### src/rtl/result_accumulator.sv
// Frame accumulator: sums N_SAMPLES signed results with per-sample saturation,
// counts V-flag events, and holds the frame total on a valid/ready port until taken.
module result_accumulator #(
  parameter int N_SAMPLES = 16,
  parameter int ACC_W     = 8
) (
  input  logic                    clk,
  input  logic                    rst_n,
  input  logic                    clear,
  input  logic                    in_valid,
  output logic                    in_ready,
  input  logic signed [5:0]       Result,
  input  logic [3:0]              Flags,
  output logic                    out_valid,
  input  logic                    out_ready,
  output logic signed [ACC_W-1:0] AccOut,
  output logic [3:0]              OvfCount,
  output logic                    SatFlag,
  output logic [7:0]              SampleCnt
);

  typedef enum logic {ST_ACCUM = 1'b0, ST_DONE = 1'b1} state_t;

  state_t                  r_state;
  state_t                  w_next;
  logic                    r_run;
  logic signed [ACC_W-1:0] r_acc;
  logic [3:0]              r_ovf;
  logic                    r_sat;
  logic [7:0]              r_cnt;
  logic [2:0]              r_dbg_flags;

  logic                    w_xfer;
  logic                    w_last;
  logic                    w_take;
  logic signed [ACC_W:0]   w_sum;
  logic                    w_pos_clip;
  logic                    w_neg_clip;
  logic signed [ACC_W-1:0] w_acc_nxt;

  assign w_xfer = in_valid && in_ready;
  assign w_take = out_valid && out_ready;
  assign w_last = (r_cnt == 8'(N_SAMPLES - 1));

  // One guard bit is enough: a 6-bit addend cannot overflow ACC_W+1 bits.
  assign w_sum      = {r_acc[ACC_W-1], r_acc} + {{(ACC_W-5){Result[5]}}, Result};
  assign w_pos_clip = !w_sum[ACC_W] &&  w_sum[ACC_W-1];
  assign w_neg_clip =  w_sum[ACC_W] && !w_sum[ACC_W-1];

  always_comb begin
    w_acc_nxt = w_sum[ACC_W-1:0];
    if (w_pos_clip) w_acc_nxt = {1'b0, {(ACC_W-1){1'b1}}};
    if (w_neg_clip) w_acc_nxt = {1'b1, {(ACC_W-1){1'b0}}};
  end

  always_comb begin
    w_next    = r_state;
    in_ready  = 1'b0;
    out_valid = 1'b0;
    case (r_state)
      ST_ACCUM: begin
        in_ready = r_run;
        if (w_xfer && w_last) w_next = ST_DONE;
      end
      ST_DONE: begin
        out_valid = 1'b1;
        if (out_ready) w_next = ST_ACCUM;
      end
      default: w_next = ST_ACCUM;
    endcase
    if (clear) w_next = ST_ACCUM;
  end

  always_ff @(posedge clk or negedge rst_n) begin
    if (!rst_n) begin
      r_state <= ST_ACCUM;
      r_run   <= 1'b0;
    end else begin
      r_state <= w_next;
      r_run   <= 1'b1;
    end
  end

  // Clear and the frame handshake both restart the frame; clear also drops any same-cycle transfer.
  always_ff @(posedge clk or negedge rst_n) begin
    if (!rst_n) begin
      r_acc       <= '0;
      r_ovf       <= '0;
      r_sat       <= 1'b0;
      r_cnt       <= '0;
      r_dbg_flags <= '0;
    end else if (clear || w_take) begin
      r_acc <= '0;
      r_ovf <= '0;
      r_sat <= 1'b0;
      r_cnt <= '0;
    end else if (w_xfer) begin
      r_acc       <= w_acc_nxt;
      r_cnt       <= r_cnt + 8'd1;
      r_dbg_flags <= Flags[3:1];
      if (Flags[0] && (r_ovf != 4'hF)) r_ovf <= r_ovf + 4'd1;
      if (w_pos_clip || w_neg_clip) r_sat <= 1'b1;
    end
  end

  assign AccOut    = r_acc;
  assign OvfCount  = r_ovf;
  assign SatFlag   = r_sat;
  assign SampleCnt = r_cnt;

endmodule

### config.mk
export PLATFORM = sky130hd
export DESIGN_NAME = result_accumulator
export DESIGN_NICKNAME = d
export VERILOG_FILES = /design/src/rtl/result_accumulator.sv
export SDC_FILE = /design/constraint.sdc
export NUM_CORES = 1
export LEC_CHECK = 0
export BUFFER_PORTS_ARGS = -buffer_cell sky130_fd_sc_hd__buf_2
export CAP_MARGIN = 10
export CORE_MARGIN = 2
export CORE_UTILIZATION = 49
export DETAILED_ROUTE_END_ITERATION = 10
export PLACE_DENSITY_LB_ADDON = 0.08
export SLEW_MARGIN = 20
export SYNTH_ARGS = -nofsm -noshare
export SYNTH_HDL_FRONTEND = slang
export SYNTH_SLANG_ARGS = --single-unit
### constraint.sdc
create_clock -name clk -period 2.9 [get_ports clk]
set_clock_uncertainty 0.2 [all_clocks]
set_input_delay 0.29 -clock clk [delete_from_list [all_inputs] [get_ports clk]]
set_output_delay 0.29 -clock clk [all_outputs]
set_load 0.01 [all_outputs]
Word level (Yosys, flattened, before mapping)
Index checks and enable logic that the tools add are counted.
- $add $sub $neg: 3
- equality and inequality tests: 2
- mux-type cells: 18
- bitwise logic cells: 1
- reduce and logical (&&, ||, !) cells: 15
- operator list (kind ; number):
    2-to-1 mux 8 bit ; 6
    2-to-1 mux 4 bit ; 3
    adder 8 x 6 -> 9 bit ; 1
    adder 8 x 1 -> 8 bit, second input constant ; 1
    == test 8 x 4 -> 1 bit, second input constant ; 1
    2-to-1 mux 1 bit ; 8
    logical AND 1 bit ; 6
    nonzero test 2 bit ; 3
    adder 4 x 1 -> 4 bit, second input constant ; 1
    != test 4 bit, second input constant ; 1
    AND reduction 2 bit ; 2
    logical NOT 1 bit ; 2
    logical OR 1 bit ; 2
    one-hot mux 1 bit (2 select lines) ; 1
    NOT 1 bit ; 1
- register bits: 23
- input port bits: 15
- output and inout bits: 23
- word-level logic and storage cells: 45

Depth between registers and ports, before layout
- word-level depth: 7
- gate-level depth with buffers: 10
- gate-level depth less buffers: 10

Worst setup path before layout
Ideal clock, no wire load.
- kind: flip-flop to flip-flop
- start: register r_acc[3] (netlist: AccOut[3])
- end: register r_acc[4] (netlist: AccOut[4])
- setup time: 0.095 ns
- arrival time: 2.219 ns
- required time: 2.605 ns
- slack: 0.386 ns
- cell stages (with the launch flop): 9
- buffers on the path: 0
- clock period less this slack: 2.514 ns
- cells stage by stage: dfrtp_1 ha_1 nand3_1 o2111ai_1 o211ai_1 xor2_1 ha_1 or3_4 o31ai_1
- word-level cells in the longest chain between the ends: 7
- elaborated cells between the ends (all ways): 9
- classes of those cells: 1 x add/sub; 4 x mux; 4 x reduce/logical
- ends and longest elaborated chain (item ; line ; RTL):
    from (decl) ; 27 ; logic signed [ACC_W-1:0] r_acc;
    from (signal assigned) ; 98 ; r_acc <= w_acc_nxt;
    adder 8 x 6 -> 9 bit * ; 46 ; assign w_sum = {r_acc[ACC_W-1], r_acc} + {{(ACC_W-5){Result[5]}}, Result};
    logical NOT 1 bit ; 47 ; assign w_pos_clip = !w_sum[ACC_W] && w_sum[ACC_W-1];
    logical AND 1 bit ; 47 ;
    2-to-1 mux 8 bit ; 52 ; if (w_pos_clip) w_acc_nxt = {1'b0, {(ACC_W-1){1'b1}}};
    2-to-1 mux 8 bit * ; 53 ; if (w_neg_clip) w_acc_nxt = {1'b1, {(ACC_W-1){1'b0}}};
    2-to-1 mux 8 bit * ; 97 ; end else if (w_xfer) begin
    2-to-1 mux 8 bit * ; 92 ; end else if (clear || w_take) begin
Every way passes the cells marked *; elsewhere a longest branch is shown, timed or not. The select of a mux whose other input is x is not followed.
A chain may end at the register's enable or synchronous reset.

Final worst setup path
- start: register r_acc[2] (netlist: AccOut[2])
- end: register r_acc[4] (netlist: AccOut[4])
The elaborated chain is that of the path after synthesis.

==> results_dict.tcl <==
set metrics [dict create \
    grt.overflow.total 0 \
    drt_first_pass_iters 7 \
    slowest_stage "dfrtp_1" \
    grt_setup_unrepaired "no" \
    clockBufferDepth 2 \
    synth_ff_type "dfrtp_1" \
    synth_area_leader_cell "dfrtp_1" \
    fp-row-count 19 \
    grtUsageTotal 0.174 \
    fmax_ghz 0.376 \
    p_per_area_nw_per_um2 423 \
    cts_buffers 3 \
    synth-edff-count 0 \
    setup_violations 0 \
    avgViaCountPerCell 5.50 \
    clk_latency_ns 0.31 \
    startpoint_type "flop" \
    cp.required_ns 2.93 \
    synth.area.top_cells "dfrtp_1, ha_1, xor2_1, nor2_1, nand2_1" \
    p_sw_mw 0.230 \
    p_int_mw 0.482 \
    placed_cell_area_sq_um 1640 \
    synthCells 147 \
    syn_nets 175 \
    drt_iter0_markers 33 \
    synth.cell_area_sq_um 1460 \
    crit_path_end_kind "flop" \
    path_cells "ha_1, nand3_1, o2111ai_1, o211ai_1, xor2_1, ha_2, or3_4, o31ai_1" \
    cts_sinks 23 \
    io-pin-count 38 \
    violations "design-rule violations" \
    pwr-share-seq 0.500 \
    die_width_um 58.7 \
    portBuffers 34 \
    drv_slew 0 \
    power_frac_comb 0.294 \
    fin_ws_ns 0.238 \
    htree_levels 1 \
    finalCritPeriodShare 0.918 \
    wire_per_inst_um 12.9 \
    worst_slew_pin_slew_ns 0.716 \
    num_antenna_cells 0 \
    hpwl_mm 2.08 \
    cts_tree "built" \
    synthArstFlopShare 1.00 \
    worstPathArrival_ns 2.69 \
    synth.avg_cell_area_sq_um 9.96 \
    ant_nets 0 \
    gp_congestion 0.797 \
    slew-limit-headroom 0.523 \
    ys_warn_count 0 \
    irDropWorstVdd_v 0.000263 \
    synth-seq-cells 23 \
    path_clk_slew_ns 0.12 \
    cts_root_buf "clkbuf_4" \
    grt_start_max_net_pins 24 \
    crit_family "compound AO/OA/AOI/OAI gates" \
    grt_pass1_vias 1065 \
    final_util 0.600 \
    cp_max_fo 5 \
    grt_first_pass_wirelength_mm 4.59 \
    crit_type "flop to flop" \
    seq_area_frac_synth 0.393 \
    postCtsSetupBuffers 0 \
    antenna_found_initial 0 \
    place_ws_ns 0.221 \
    design_area_sq_um 1680 \
    synth_top_area_share 0.393 \
    p_clk_frac 0.205 \
    drc 2 \
    die_h_um 58.7 \
    p_total_mw 0.712 \
    crit_buf_inv 0 \
    hold_violations 0 \
    hold_path_class "input pin to flop" \
    maxCapViolCount 0 \
    finalSetupTns_ns 0 \
    post_route_cells_drive_above_1_share 0.269 \
    finalNetCount 211 \
    initial_core_util 0.522 \
    coreArea_sq_um 2810 \
    p_leak_nw 0.884 \
    die_area_sq_um 3440 \
    num_vias 1171 \
    period_needed_ns 2.66 \
    swShare 0.323 \
    max_stage_delay_ns 0.43 \
    syn_to_final_growth_pct 15.0 \
    totalWireLength_mm 2.76 \
    ys_types 42 \
    status "finished, violations left" \
]
-- worst paths after layout --
check / depth (start not counted) / from / slack (ns) / to
worst max-delay path: 8 / AccOut[2]$_DFFE_PN0P_ / 0.24 / AccOut[4]$_DFFE_PN0P_
min in group asynchronous: 2 / rst_n / 0.27 / AccOut[2]$_DFFE_PN0P_
worst max register to register: 8 / AccOut[2]$_DFFE_PN0P_ / 0.24 / AccOut[4]$_DFFE_PN0P_
max in group asynchronous: 2 / rst_n / 1.89 / OvfCount[2]$_DFFE_PN0P_
worst min register to register: 2 / AccOut[0]$_DFFE_PN0P_ / 0.30 / AccOut[0]$_DFFE_PN0P_
worst min-delay path: 4 / Result[0] / 0.11 / AccOut[0]$_DFFE_PN0P_
-- synthesized netlist by cell type (2+ instances only) --
cell	count
xor2_1	12
buf_6	2
nor4_1	2
a21oi_1	4
nand2_1	13
buf_2	2
xnor2_1	3
mux2i_1	2
and2_1	2
nand3_1	5
ha_1	12
o21ai_0	5
nand2b_1	2
nor3b_1	2
nand4_1	5
dfrtp_1	23
a21o_1	2
and3_1	2
nor2_1	17
o31ai_1	2
o211ai_1	2
o2111ai_1	2
inv_1	3
a22oi_1	3
-- registers in the layout (all words and copies together) (netlist names) --
register   flops
SampleCnt      8
r_run          1
r_state        1
AccOut         8
SatFlag        1
OvfCount       4
-- worst min-delay path: stages --
cell and delay (ns):
buf_2 0.08, ha_1 0.11, o21ai_0 0.06, nand2_1 0.06
-- power by group through the flow --
stage	clock network [mW]	registers (mW)	logic, mW
global route	0.162	0.359	0.240
detailed placement	0	0.363	0.206
floorplan	0	0.368	0.142
CTS	0.155	0.357	0.208
finish	0.146	0.356	0.210
global placement	0	0.361	0.203
-- repair_timing --
action,in CTS,in global routing
endpoints found under the setup margin,0,1
gates resized for setup,0,2
hold buffers,1,0
endpoints found under the hold margin,23,0
-- cells in the final DEF, fill, tap and decap left out, types with 2 or more instances in the layout --
cell	Yosys	routed
buf_2	2	34
dfrtp_1	23	23
nor2_1	17	17
nand2_1	13	13
xor2_1	12	12
ha_1	12	10
nand3_1	5	5
nand4_1	5	5
o21ai_0	5	5
a21oi_1	4	4
inv_1	3	3
xnor2_1	3	3
a22oi_1	3	3
clkbuf_4	0	3
o211ai_1	2	2
nand2b_1	2	2
o31ai_1	2	2
o2111ai_1	2	2
a21o_1	2	2
nor4_1	2	2
and2_1	2	2
mux2i_1	2	2
nor3b_1	2	2
and3_1	2	2
ha_2	0	2
-- final cells by class --
class | count | area (sq um)
multi-input cells | 117 | 850
repair buffers | 35 | 180
clock inverters | 1 | 5.00
well taps | 31 | 38.8
fillers | 262 | 1120
flip-flops and latches | 23 | 576
inverters | 3 | 11.3
clock buffers | 3 | 22.5
-- metal layers --
layer,share of wire,GRT usage
met3,0.048,0.0462
met5,0,0
met2,0.49,0.300
met1,0.45,0.221
met4,0.0044,0.0357
-- per-stage QoR --
step | hold slack (ns) | instances
4_1_cts | 0.0974 | 213
3_3_place_gp | 0.0866 | 208
3_5_place_dp | 0.0884 | 208
5_1_grt | 0.137 | 213
6_report | 0.108 | 213
2_1_floorplan | -0.206 | 147
-- cells by family after synthesis --
family,Yosys count,synth area share
muxes,2,0.0137
buffers and inverters,7,0.0299
adders and majority gates,13,0.116
xor gates and xnor gates,15,0.0897
AOI/OAI and AO/OA,26,0.125
other,1,0.00256
DFF,23,0.393
and+or+nand+nor,60,0.230
Note: power is estimated with default switching activity, not from simulation.
